==> config.mk <==
export PLATFORM = sky130hd
export DESIGN_NAME = step_event_gen
export DESIGN_NICKNAME = d
export VERILOG_FILES = /design/src/rtl/step_pkg.sv /design/src/rtl/evt_fifo.sv /design/src/rtl/step_event_gen.sv
export SDC_FILE = /design/constraint.sdc
export NUM_CORES = 1
export LEC_CHECK = 0
export CORE_MARGIN = 2
export CORE_UTILIZATION = 47
export DETAILED_ROUTE_END_ITERATION = 6
export GPL_ROUTABILITY_DRIVEN = 1
export PLACE_DENSITY = 0.74
export SLEW_MARGIN = 20
export SYNTH_ARGS = -nofsm -noshare
export SYNTH_HDL_FRONTEND = slang
export SYNTH_SLANG_ARGS = --single-unit
==> constraint.sdc <==
create_clock -name clk -period 2.9 [get_ports clk]
set_input_delay 0.29 -clock clk [delete_from_list [all_inputs] [get_ports clk]]
set_output_delay 0.29 -clock clk [all_outputs]
set_load 0.005 [all_outputs]
==> src/rtl/step_pkg.sv <==
// Shared definitions for the step-counter consumer stage.
//   TW      : width of the free-running step counter value
//   EPOCH_W : width of the completed-wrap (epoch) counter
//   state_e : sequencing states of step_event_gen
//   evt_t   : layout of one queued event, {epoch, step}
package step_pkg;

  localparam int unsigned TW      = 5;
  localparam int unsigned EPOCH_W = 3;

  typedef enum logic [1:0] {
    StIdle,
    StArm,
    StRun,
    StDone
  } state_e;

  typedef struct packed {
    logic [EPOCH_W-1:0] epoch;
    logic [TW-1:0]      step;
  } evt_t;

endpackage

==> src/rtl/evt_fifo.sv <==
// Small synchronous first-word-fall-through FIFO.
//   clk, reset : clock, synchronous active-high reset (empties the FIFO)
//   push/wdata : write request; accepted when not full, or when full with a pop
//   pop        : remove head; ignored when empty
//   rdata      : head entry, reads as zero while empty
//   full/empty : occupancy flags
module evt_fifo #(
  parameter int unsigned DEPTH = 2,
  parameter int unsigned WIDTH = 8
) (
  input  logic             clk,
  input  logic             reset,
  input  logic             push,
  input  logic [WIDTH-1:0] wdata,
  input  logic             pop,
  output logic [WIDTH-1:0] rdata,
  output logic             full,
  output logic             empty
);

  localparam int unsigned AW  = (DEPTH > 1) ? $clog2(DEPTH) : 1;
  localparam logic [AW:0] Cap = (AW + 1)'(DEPTH);

  logic [WIDTH-1:0] mem [DEPTH];
  logic [AW-1:0]    wptr_q, rptr_q;
  logic [AW:0]      cnt_q;
  logic             do_push, do_pop;

  assign full    = (cnt_q == Cap);
  assign empty   = (cnt_q == '0);
  assign do_pop  = pop && !empty;
  // A full FIFO still accepts a write when the head leaves on the same edge.
  assign do_push = push && (!full || do_pop);
  assign rdata   = empty ? '0 : mem[rptr_q];

  always_ff @(posedge clk) begin
    if (do_push) begin
      mem[wptr_q] <= wdata;
    end
  end

  always_ff @(posedge clk) begin
    if (reset) begin
      wptr_q <= '0;
      rptr_q <= '0;
      cnt_q  <= '0;
    end else begin
      if (do_push) wptr_q <= wptr_q + AW'(1);
      if (do_pop)  rptr_q <= rptr_q + AW'(1);
      case ({do_push, do_pop})
        2'b10:   cnt_q <= cnt_q + (AW + 1)'(1);
        2'b01:   cnt_q <= cnt_q - (AW + 1)'(1);
        default: cnt_q <= cnt_q;
      endcase
    end
  end

endmodule

==> src/rtl/step_event_gen.sv <==
// Consumer of the free-running step counter: tracks wraps and discontinuities,
// counts epochs and queues {epoch, step} events when t hits a programmed step.
//   clk, reset            : clock, synchronous active-high reset
//   t                     : current step-counter value
//   cfg_valid/cfg_ready   : config handshake, accepted only while idle
//   cfg_match/cfg_periodic: event step, periodic (1) or one-shot (0)
//   stop                  : abort back to idle; queued events still drain
//   evt_valid/ready/data  : event FIFO head handshake
//   wrap_pulse            : registered pulse for a max->0 transition of t
//   resync, ovf           : sticky discontinuity / dropped-event flags
//   busy                  : sequencer not idle
module step_event_gen #(
  parameter int unsigned TW      = step_pkg::TW,
  parameter int unsigned EPOCH_W = step_pkg::EPOCH_W,
  parameter int unsigned DEPTH   = 2
) (
  input  logic                  clk,
  input  logic                  reset,
  input  logic [TW-1:0]         t,
  input  logic                  cfg_valid,
  output logic                  cfg_ready,
  input  logic [TW-1:0]         cfg_match,
  input  logic                  cfg_periodic,
  input  logic                  stop,
  output logic                  evt_valid,
  input  logic                  evt_ready,
  output logic [EPOCH_W+TW-1:0] evt_data,
  output logic                  wrap_pulse,
  output logic                  resync,
  output logic                  ovf,
  output logic                  busy
);

  import step_pkg::*;

  localparam logic [TW-1:0] TMax = '1;

  state_e               state_q;
  logic [TW-1:0]        t_q, match_q, t_inc;
  logic [EPOCH_W-1:0]   epoch_q;
  logic                 periodic_q, skip_q, wrap_pulse_q, resync_q, ovf_q;
  logic                 wrap, tracking, disc, match_hit, pop, fifo_full, fifo_empty;
  logic [EPOCH_W+TW-1:0] push_data;

  assign t_inc     = t_q + TW'(1);
  assign wrap      = (t_q == TMax) && (t == '0);
  assign tracking  = (state_q == StArm) || (state_q == StRun);
  // The first cycle after config compares against a t_q captured before
  // tracking began, so it is not a real discontinuity.
  assign disc      = tracking && !skip_q && (t != t_inc);
  assign match_hit = (state_q == StRun) && !stop && !disc && (t == match_q);
  // Epoch is the pre-increment value when match and wrap coincide.
  assign push_data = {epoch_q, t};
  assign pop       = evt_valid && evt_ready;

  evt_fifo #(
    .DEPTH (DEPTH),
    .WIDTH (EPOCH_W + TW)
  ) u_evt_fifo (
    .clk   (clk),
    .reset (reset),
    .push  (match_hit),
    .wdata (push_data),
    .pop   (pop),
    .rdata (evt_data),
    .full  (fifo_full),
    .empty (fifo_empty)
  );

  assign evt_valid  = !fifo_empty;
  assign cfg_ready  = (state_q == StIdle);
  assign busy       = (state_q != StIdle);
  assign wrap_pulse = wrap_pulse_q;
  assign resync     = resync_q;
  assign ovf        = ovf_q;

  always_ff @(posedge clk) begin
    if (reset) begin
      state_q      <= StIdle;
      t_q          <= '0;
      match_q      <= '0;
      periodic_q   <= 1'b0;
      epoch_q      <= '0;
      skip_q       <= 1'b1;
      wrap_pulse_q <= 1'b0;
      resync_q     <= 1'b0;
      ovf_q        <= 1'b0;
    end else begin
      t_q          <= t;
      wrap_pulse_q <= wrap;
      skip_q       <= 1'b0;

      if (match_hit && fifo_full && !pop) ovf_q <= 1'b1;

      if (state_q == StIdle) begin
        if (cfg_valid) begin
          match_q    <= cfg_match;
          periodic_q <= cfg_periodic;
          resync_q   <= 1'b0;
          ovf_q      <= 1'b0;
          epoch_q    <= '0;
          skip_q     <= 1'b1;
          state_q    <= StArm;
        end
      end else if (stop) begin
        state_q <= StIdle;
      end else if (disc) begin
        resync_q <= 1'b1;
        state_q  <= StArm;
      end else begin
        case (state_q)
          StArm: begin
            // Start on a wrap so the first event lands in epoch 0.
            if (wrap) begin
              epoch_q <= '0;
              state_q <= StRun;
            end
          end
          StRun: begin
            if (wrap) epoch_q <= epoch_q + EPOCH_W'(1);
            if (match_hit && !periodic_q) state_q <= StDone;
          end
          StDone: begin
            if (!evt_valid) state_q <= StIdle;
          end
          default: state_q <= StIdle;
        endcase
      end
    end
  end

endmodule

==> metrics.txt <==
total CTS buffers=5; EDFF count, synth=16; top cells by area, synth=dfxtp_1, edfxtp_1, ha_1, xnor2_1, nor2_1; Root Buffer Master=clkbuf_8; Post-Syn Instances=about 180; final non-filler cell area=~0.0023 mm2; core area=between 0.003 and 0.004 mm2; io pins=30; share of cells above drive strength 1=8.182%; Die ar.=0.004438 mm2; Final Net Count=roughly 240; Final ANT Viol Nets=0; Hold Fails Final Rpt=0; pin count of the biggest net entering global routing=25; CP endpoint kind=flop; global route overflow=0; DR vias=~1,400; drt drc=0; Setup CP Type=reg2reg; setup total negative slack=0 ns; Worst VDD drop=roughly 0.00025 V; top post-synthesis cells by count=dfxtp_1, nor2_1, nand2_1; drt first pass iters=4; Req. time, crit path=just over 3 ns; initial antenna violation count=0; f_max=around 360 MHz; final setup margin=around 0.12 ns; vias in the first global route=between 1,000 and 1,500; GRT Total Usage=between 10% and 20%; Clock H-tree levels=2; leakage=about 0.84 nW; Top FF cell, synth=dfxtp_1; fin. max-slew vios=0; worst-margin pin slew=0.8541 ns; DP Wirelength=2.682 mm; final core occ=62.66%; Buffers on Ports=29; Ant. Diodes=0; initial core utilization=about 50%; Layout area overhead=26.34%; Die Ht=around 67 um; CTS Buffer Depth=2; clk_skew=around 0.011 ns; latest clock arrival within the worst-skew pair=roughly 0.30 ns; Synth Register Bits=41; Worst-path clk slew=~0.08 ns; syn_nets=just over 200; Ys Warns=0; status=completed; Final Setup Violations=0; CTS tree=built; cell area after synthesis=roughly 0.0018 mm2; Async S/R FF share, synth=0%; largest fanout on the critical path=3; pwr/cell area=492.2 mW/mm2; Slew headroom=42.88%; drt wl/cell=approximately 14 um; minimum clock period=2.781 ns; Min-Delay Path Class=reg2reg; crit share post-route=a little over nine tenths; Die Width=66.62 um; post-synth top area share=a little over a quarter; Worst EP arrival=between 2 and 3 ns; Avg Cell Area, Syn=slightly above 10 um2; first-pass GRT wire length=6.334 mm; top cell type by total area after synthesis=dfxtp_1; initial DRC count=44; CTS Sinks=41; Cell Area, Placed=0.002216 mm2; max capacitance violation total=0; startpoint class of the critical path=flop; vias per cell=slightly above 5; Netlist cell types=33; routability cong.=approximately 0.88; final wirelength=between 3 and 4 mm; row cnt=22; sequential area share after synthesis=between 50 and 60%; Setup WS pre-CTS=0.09256 ns
routing by layer:
layer	vias to the layer above	part of all wire (%)	global-route usage, %	wire length (um)
li1	693	-	-	-
met1	634	43	21.91	1584
met3	7	4.5	5.912	167
met4	0	1.4	8.418	51
met5	-	0	0	0
met2	30	51	33.88	1880
final timing paths:
check             startpoint             endpoint  slack, ns  depth (start not counted)
setup / recovery      t_q[0]  u_evt_fifo.cnt_q[1]       0.12                         10
hold / removal    match_q[3]           match_q[3]       0.47                          2
hold reg to reg   match_q[3]           match_q[3]       0.47                          2
setup reg to reg      t_q[0]  u_evt_fifo.cnt_q[1]       0.12                         10
through the flow:
step / cells / hold slack [ns] / power [mW]
2_1_floorplan: 182 / 0.3616 / 0.7226
3_3_place_gp: 260 / 0.4523 / 0.7808
3_5_place_dp: 260 / 0.4621 / 0.7877
4_1_cts: 268 / 0.4725 / 1.147
5_1_grt: 268 / 0.4953 / 1.204
6_report: 268 / 0.4693 / 1.146
timing repair:
action                                  4_1_cts  5_1_grt
endpoints found under the setup margin        1        1
gates resized for setup                       1        3
buffers inserted                              0        0
hold buffers                                  0        0
layout make-up:
type	count	area, um2
fill	314	1388
clock buffer	5	68.82
tap	48	60.06
timing repair buffer	34	327.8
clock inverter	3	17.52
sequential	41	980.9
inverter	9	33.78
multi-input combinational	128	839.6
flip-flops by register name (all words and copies together), names as in the netlist, 2 cells and up, named ones only:
register	flops
u_evt_fifo.mem	16
match_q	5
t_q	5
epoch_q	3
state_q	2
u_evt_fifo.cnt_q	2
report_power, final:
part | internal (mW) | switching (mW) | total, mW
clock network | 0.166 | 0.195 | 0.361
registers | 0.611 | 0.0100 | 0.621
logic | 0.0738 | 0.0907 | 0.164
layout by cell type (no fill, tap or decap), types with 2 or more instances in the layout:
cell,n
o21ai_0,3
ha_1,9
nand4_1,2
nor2_1,25
buf_4,5
xnor2_1,11
a31oi_1,2
inv_1,9
or3_1,3
xor2_1,4
mux2i_1,8
a21oi_1,13
nor3_1,2
and2_1,2
nand3_1,2
clkbuf_8,5
nor2b_1,6
clkinv_2,2
edfxtp_1,16
and3_1,2
dfxtp_1,25
nand2_1,19
clkdlybuf4s50_1,29
critical path: stages, from the launching register on:
cell	delay, ns
dfxtp_1	0.34
ha_1	0.23
and3_1	0.19
ha_1	0.31
xnor2_2	0.18
nand3_2	0.15
o31ai_4	0.28
nand4_1	0.16
ha_1	0.33
or3_1	0.36
a21oi_1	0.17
logic make-up after synthesis:
logic type / count (synthesis) / share of synthesized area, %
and+or+nand+nor: 70 / 18.13
DFF: 41 / 53.22
AOI/OAI and AO/OA: 25 / 7.943
xor gates and xnor gates: 16 / 7.603
buffers and inverters: 13 / 2.647
adders and majority gates: 9 / 6.110
muxes: 8 / 4.345
(Power assumes the default switching activity.)
